`src/rtl/regfile_arb_pkg.sv`:
```
// rtl/regfile_arb_pkg.sv - shared types and defaults for the two-client register-file arbiter
package regfile_arb_pkg;

    localparam int DW_DEFAULT = 16;
    localparam int AW_DEFAULT = 3;

    typedef enum logic [1:0] {
        IDLE   = 2'd0,
        ACCESS = 2'd1,
        DONE   = 2'd2
    } state_e;

    typedef enum logic {
        A = 1'b0,
        B = 1'b1
    } client_e;

    function automatic client_e other_client(input client_e c);
        return (c == A) ? B : A;
    endfunction

endpackage

```
`src/rtl/regfile_arb_rr_sel2.sv`:
```
// rtl/regfile_arb_rr_sel2.sv - two-way round-robin pick between clients A and B
module rr_sel2
    import regfile_arb_pkg::*;
(
    input  logic    req_a,
    input  logic    req_b,
    input  client_e ptr,
    output client_e gnt,
    output logic    valid
);

    // A lone requester always wins; on contention the pointer names the winner.
    always_comb begin
        gnt   = A;
        valid = req_a | req_b;
        if (req_a && req_b) begin
            gnt = ptr;
        end else if (req_b) begin
            gnt = B;
        end
    end

endmodule

```
`src/rtl/regfile_arb.sv`:
```
// rtl/regfile_arb.sv - IDLE/ACCESS/DONE arbiter sharing one register-file port between two clients; REGFILE_ARB_STATS_EN adds per-client ack counters
module regfile_arb
    import regfile_arb_pkg::*;
#(
    parameter int DW = DW_DEFAULT,
    parameter int AW = AW_DEFAULT
) (
    input  logic          clk,
    input  logic          reset,
    input  logic          a_req,
    input  logic          a_we,
    input  logic [AW-1:0] a_num,
    input  logic [DW-1:0] a_wdata,
    output logic          a_ack,
    output logic [DW-1:0] a_rdata,
    input  logic          b_req,
    input  logic          b_we,
    input  logic [AW-1:0] b_num,
    input  logic [DW-1:0] b_wdata,
    output logic          b_ack,
    output logic [DW-1:0] b_rdata,
    output logic          rf_write,
    output logic [AW-1:0] rf_writenum,
    output logic [AW-1:0] rf_readnum,
    output logic [DW-1:0] rf_data_in,
    input  logic [DW-1:0] rf_data_out
`ifdef REGFILE_ARB_STATS_EN
    ,
    output logic [7:0]    a_cnt,
    output logic [7:0]    b_cnt
`endif
);

    state_e        state_q, state_d;
    client_e       ptr_q, ptr_d;
    client_e       win_q, win_d;
    logic          we_q, we_d;
    logic [AW-1:0] num_q, num_d;
    logic [DW-1:0] wdata_q, wdata_d;
    logic [DW-1:0] a_rdata_q, a_rdata_d;
    logic [DW-1:0] b_rdata_q, b_rdata_d;
    logic [DW-1:0] capture;

    client_e       sel_gnt;
    logic          sel_valid;

    rr_sel2 u_sel (
        .req_a (a_req),
        .req_b (b_req),
        .ptr   (ptr_q),
        .gnt   (sel_gnt),
        .valid (sel_valid)
    );

    // State and latched request fields; async reset kills an in-flight write at once.
    always_ff @(posedge clk or posedge reset) begin
        if (reset) begin
            state_q   <= IDLE;
            ptr_q     <= A;
            win_q     <= A;
            we_q      <= 1'b0;
            num_q     <= '0;
            wdata_q   <= '0;
            a_rdata_q <= '0;
            b_rdata_q <= '0;
        end else begin
            state_q   <= state_d;
            ptr_q     <= ptr_d;
            win_q     <= win_d;
            we_q      <= we_d;
            num_q     <= num_d;
            wdata_q   <= wdata_d;
            a_rdata_q <= a_rdata_d;
            b_rdata_q <= b_rdata_d;
        end
    end

    // Next state: grant and latch in IDLE, perform the access, then one ack cycle.
    always_comb begin
        state_d   = state_q;
        ptr_d     = ptr_q;
        win_d     = win_q;
        we_d      = we_q;
        num_d     = num_q;
        wdata_d   = wdata_q;
        a_rdata_d = a_rdata_q;
        b_rdata_d = b_rdata_q;
        capture   = we_q ? wdata_q : rf_data_out;
        case (state_q)
            IDLE: begin
                if (sel_valid) begin
                    state_d = ACCESS;
                    win_d   = sel_gnt;
                    if (sel_gnt == A) begin
                        we_d    = a_we;
                        num_d   = a_num;
                        wdata_d = a_wdata;
                    end else begin
                        we_d    = b_we;
                        num_d   = b_num;
                        wdata_d = b_wdata;
                    end
                    // Only contention moves the pointer, and it moves to the loser.
                    if (a_req && b_req) begin
                        ptr_d = other_client(sel_gnt);
                    end
                end
            end
            ACCESS: begin
                state_d = DONE;
                if (win_q == A) begin
                    a_rdata_d = capture;
                end else begin
                    b_rdata_d = capture;
                end
            end
            DONE: begin
                state_d = IDLE;
            end
            default: begin
                state_d = IDLE;
            end
        endcase
    end

    assign rf_write    = (state_q == ACCESS) && we_q;
    assign rf_writenum = num_q;
    assign rf_readnum  = num_q;
    assign rf_data_in  = wdata_q;
    assign a_ack       = (state_q == DONE) && (win_q == A);
    assign b_ack       = (state_q == DONE) && (win_q == B);
    assign a_rdata     = a_rdata_q;
    assign b_rdata     = b_rdata_q;

`ifdef REGFILE_ARB_STATS_EN
    logic [7:0] a_cnt_q, b_cnt_q;

    // Saturating per-client completion counters.
    always_ff @(posedge clk or posedge reset) begin
        if (reset) begin
            a_cnt_q <= 8'd0;
            b_cnt_q <= 8'd0;
        end else begin
            if (a_ack && (a_cnt_q != 8'hFF)) begin
                a_cnt_q <= a_cnt_q + 8'd1;
            end
            if (b_ack && (b_cnt_q != 8'hFF)) begin
                b_cnt_q <= b_cnt_q + 8'd1;
            end
        end
    end

    assign a_cnt = a_cnt_q;
    assign b_cnt = b_cnt_q;
`endif

endmodule

```
`config.mk`:
```
export PLATFORM = sky130hd
export DESIGN_NAME = regfile_arb
export DESIGN_NICKNAME = d
export VERILOG_FILES = /design/src/rtl/regfile_arb_pkg.sv /design/src/rtl/regfile_arb_rr_sel2.sv /design/src/rtl/regfile_arb.sv
export SDC_FILE = /design/constraint.sdc
export NUM_CORES = 1
export LEC_CHECK = 0
export BUFFER_PORTS_ARGS = -buffer_cell sky130_fd_sc_hd__buf_2
export CORE_AREA = 2 2 88 90
export DETAILED_ROUTE_END_ITERATION = 8
export DIE_AREA = 0 0 90 92
export GPL_TIMING_DRIVEN = 0
export PLACE_DENSITY_LB_ADDON = 0.05
export SLEW_MARGIN = 20
export SYNTH_ARGS = -nofsm -noshare
export SYNTH_HDL_FRONTEND = slang
export SYNTH_HIERARCHICAL = 1
export SYNTH_SLANG_ARGS = --single-unit
```
`constraint.sdc`:
```
create_clock -name clk -period 4.2 [get_ports clk]
set_clock_uncertainty 0.05 [all_clocks]
set_input_delay 0.63 -clock clk [delete_from_list [all_inputs] [get_ports clk]]
set_output_delay 0.63 -clock clk [all_outputs]
set_load 0.005 [all_outputs]
```
==> results <==
- Of the synthesized area, sequential elements account for 56.7%.
- For this run, design rule violations remaining after detail routing come to 0.
- The power per cell area is 715 nW/um2.
- The count of input and output buffers is 116.
- The routability congestion estimate from global placement is 0.774.
- Dividing the detail-routed wire length by the instance count gives 13.9 um.
- The cell family with the largest share of critical-path delay is buffers and inverters.
- The worst setup path is captured at a primary output.
- Global routing finished with a remaining overflow of 0.
- TritonCTS built the clock tree.
- The first-pass GRT wire length is 10,300 um.
- For this block, the initial DRC count from the detailed router was 35.
- Setup violations remaining at the end of the flow were counted as 0.
- The proportion of power drawn by combinational gates is 45.7%.
- The clock network is responsible for 12.8% of the overall power.
- The type of the setup path with the least slack is reg -> out.
- For this configuration, the core starts out at a cell density of 33.2%.
- The placeable core region is 7450 um2.
- The most used flip-flop cell after synthesis is sky130_fd_sc_hd__dfrtp_1.
- The area share of the leading cell type in the synthesized netlist is 56.7%.
- The number of inserted diodes is 0.
- The via count of the first global-routing pass is 1,992.
- The first TritonRoute pass finished after 4 iterations.
- Walking the worst path, the cells encountered are buf_4 > buf_4 > and2_1 > buf_2.
- The kind of start point of the critical path is a flop.
- The hold violation count in the final report was 0.
- Measured against its own limit, the worst slew margin works out to 73.9%.
- The number of rows in the core area is 32.
- Once routing completed, OpenROAD measured the worst setup slack at 2180 ps.
- The aggregate global-route resource usage is 15.9%.
- The warning count from the yosys run is 6.
- The maximum fanout count along the critical path is 10.
- Of the total power, the share spent switching nets is 38.5%.
- After legalization and detailed placement, the total HPWL measured 4910 um.
- The total of flip-flops plus latches after synthesis is 56.
- The switching power summed over all nets is 0.908 mW.
- Yosys attributes the largest share of cell area to sky130_fd_sc_hd__dfrtp_1, sky130_fd_sc_hd__mux2i_1, sky130_fd_sc_hd__a21oi_1, sky130_fd_sc_hd__nor2_1, sky130_fd_sc_hd__o21ai_0.
- The clock latency reported for the late side of the worst-skew pair is 300 ps.
- The buffer type at the clock tree root is sky130_fd_sc_hd__clkbuf_8.
- The smallest clock period supported by the final layout is computed as 2020 ps.
- Once detail routing completed, the nets flagged for antenna violations numbered 0.
- The initial antenna violation count was 0.
- Among the stages of the critical path, the cell type that occurs most often is sky130_fd_sc_hd__buf_4.
- The arrival time at the worst endpoint is 1340 ps.
- The period utilization is 48.1%.
- Setup repair after global routing left no endpoint under its margin.
- In this run the worst hold path is classified as in -> async.
- The longest clock path from root to sink contains 2 buffers.
- The critical path contains buffers and inverters numbering 3 combined.
- Of the total power, registers draw 41.5%.
- The maximum clock frequency is 495 MHz.
- The total of max-cap violations is 0.
- The slew at the pin with the worst max-slew slack is 380 ps.
- The placement-stage worst setup slack is 2310 ps.
- 117 I/O pins were placed.
- Once the clock tree was built, the resizer swapped 0 gates to a different size.
- Setup total negative slack on the finished layout was measured at 0 ps.
- The synthesized area per cell is 10.8 um2.
- The clock sink count is 56.
- Of the cells placed in the final design, the portion with a size suffix greater than 1 is 41.8%.
- The synthesized netlist occupies a cell area of 2470 um2.
- The share of flip-flops with an asynchronous set or reset is 100%.
- The count of vias placed by the detailed router is 2,023.
- Wires add up to 6350 um.
- The top cell type by total area after synthesis is sky130_fd_sc_hd__dfrtp_1.
- The synthesized design contains 0 enable-type register cells.
- CTS built an H-tree with a depth of 2.
- After the last flow step, the layout net total stands at 413.
- The area added between synthesis and finish is 33.4%.
- After clock tree synthesis, the clock-pin slew on the worst setup and hold paths is 90 ps.
- The delay of the slowest cell on the worst path is 370 ps.
- The per-cell via count in the routed design is 4.44.
- The die outline area is 8280 um2.
- The library cell contributing the largest single delay on the critical path is sky130_fd_sc_hd__dfrtp_1.
- The max-slew violation count is 0.
- Synthesis produced 229 cells.
- Buffers inserted during clock tree synthesis total 5.
- The flow ran to the end, and the final reports show no timing, DRC or antenna violations.
- The die is 90 um wide.
- Post-CTS timing repair inserted 0 buffers for setup.
- For the worst setup path, the data required time is 3520 ps.
- The internal power of the cells totals 1.45 mW.
- Summed over all cells, the static leakage comes to 1.68 nW.
- The worst IR drop on VDD is 0.000214 V.
- The pin count of the biggest net entering global routing is 42.
- The vertical die dimension is 92 um.
- The distinct cell type count of the synthesized netlist is 22.
- When the netlist entered floorplanning its net count stood at 289.
- The number of buffers inserted by hold repair at cts is 0.
## state kept, by name, indices dropped and copies added, names as in the netlist
signal	flops
rf_readnum	3
rf_data_in	16
a_rdata	16
we_q	1
win_q	1
b_rdata	16
ptr_q	1
state_q	2
## routing by layer
metal  track usage [%]  part of all wire, %  up-vias
met1              22.8                   49      938
met4              4.74                  1.5        0
li1                  -                    -     1018
met3              3.20                  4.5        8
met5                 0                    0        -
met2              24.3                   45       59
## through the flow
stage	cell area [um2]	power (mW)	util, %	std cells	hold WS (ps)
after floorplan	2470	1.61	-	229	423
after global placement	3180	2.07	42.7	447	408
after detailed placement	3200	2.09	43.0	448	415
after CTS	3300	2.40	44.3	456	197
after global routing	3300	2.58	44.3	456	191
final	3300	2.36	44.3	456	193
## synthesized netlist by cell type, drive strengths merged, types with 3 or more instances
| cell | n |
|---|---|
| nand2 | 16 |
| dfrtp | 56 |
| nor2 | 36 |
| buf | 17 |
| a21oi | 36 |
| inv | 3 |
| mux2i | 37 |
| nor3b | 3 |
| o21ai | 16 |
## logic make-up (layout without fill, tap and decap cells)
| kind of cell | count (synthesis) | after routing | synth area share, % |
|---|---|---|---|
| AO/OA/AOI/OAI | 53 | 53 | 11.1 |
| multiplexers | 38 | 38 | 15.4 |
| buffers and inverters | 21 | 146 | 5.41 |
| flip-flops | 56 | 56 | 56.7 |
| AND/OR/NAND/NOR | 61 | 61 | 11.3 |
## power groups by stage
stage | clock network, mW | logic (mW) | registers [mW]
2_1_floorplan | 0 | 0.617 | 0.992
3_3_place_gp | 0 | 1.08 | 0.989
3_5_place_dp | 0 | 1.10 | 0.994
4_1_cts | 0.318 | 1.10 | 0.982
5_1_grt | 0.338 | 1.22 | 1.02
6_report | 0.302 | 1.08 | 0.978
## cells in the final DEF (no fill, tap or decap)
cell                         instances
sky130_fd_sc_hd__a21boi_1            1
sky130_fd_sc_hd__a21oi_1            34
sky130_fd_sc_hd__a21oi_2             2
sky130_fd_sc_hd__and2_1              1
sky130_fd_sc_hd__and3b_1             1
sky130_fd_sc_hd__buf_12              1
sky130_fd_sc_hd__buf_2             123
sky130_fd_sc_hd__buf_4               8
sky130_fd_sc_hd__buf_6               2
sky130_fd_sc_hd__clkbuf_1            1
sky130_fd_sc_hd__clkbuf_2            1
sky130_fd_sc_hd__clkbuf_8            6
sky130_fd_sc_hd__clkinvlp_4          1
sky130_fd_sc_hd__dfrtp_1            56
sky130_fd_sc_hd__inv_1               2
sky130_fd_sc_hd__inv_4               1
sky130_fd_sc_hd__mux2_2              1
sky130_fd_sc_hd__mux2i_1            37
sky130_fd_sc_hd__nand2_1            16
sky130_fd_sc_hd__nand3_1             1
sky130_fd_sc_hd__nand3b_1            1
sky130_fd_sc_hd__nor2_1             36
sky130_fd_sc_hd__nor2b_1             1
sky130_fd_sc_hd__nor3b_1             1
sky130_fd_sc_hd__nor3b_4             2
sky130_fd_sc_hd__o21ai_0            16
sky130_fd_sc_hd__or2_1               1
## final cells by class
type	count	area, um2
buffer	18	123
multi-input combinational	152	937
timing repair buffer	117	601
clock inverter	1	7.51
inverter	3	13.8
sequential	56	1400
clock buffer	7	86.3
tap	102	128
fill	772	4150
## worst paths after layout
check	to	depth (start not counted)	slack, ps	from
setup / recovery	rf_write	4	2180	we_q
hold / removal	rf_readnum[1]	2	190	reset
setup reg to reg	we_q	6	2670	ptr_q
hold reg to reg	b_rdata[8]	2	430	b_rdata[8]
max in group asynchronous	a_rdata[6]	3	3430	reset
min in group clk	b_rdata[8]	2	430	b_rdata[8]
(Power assumes the default switching activity.)
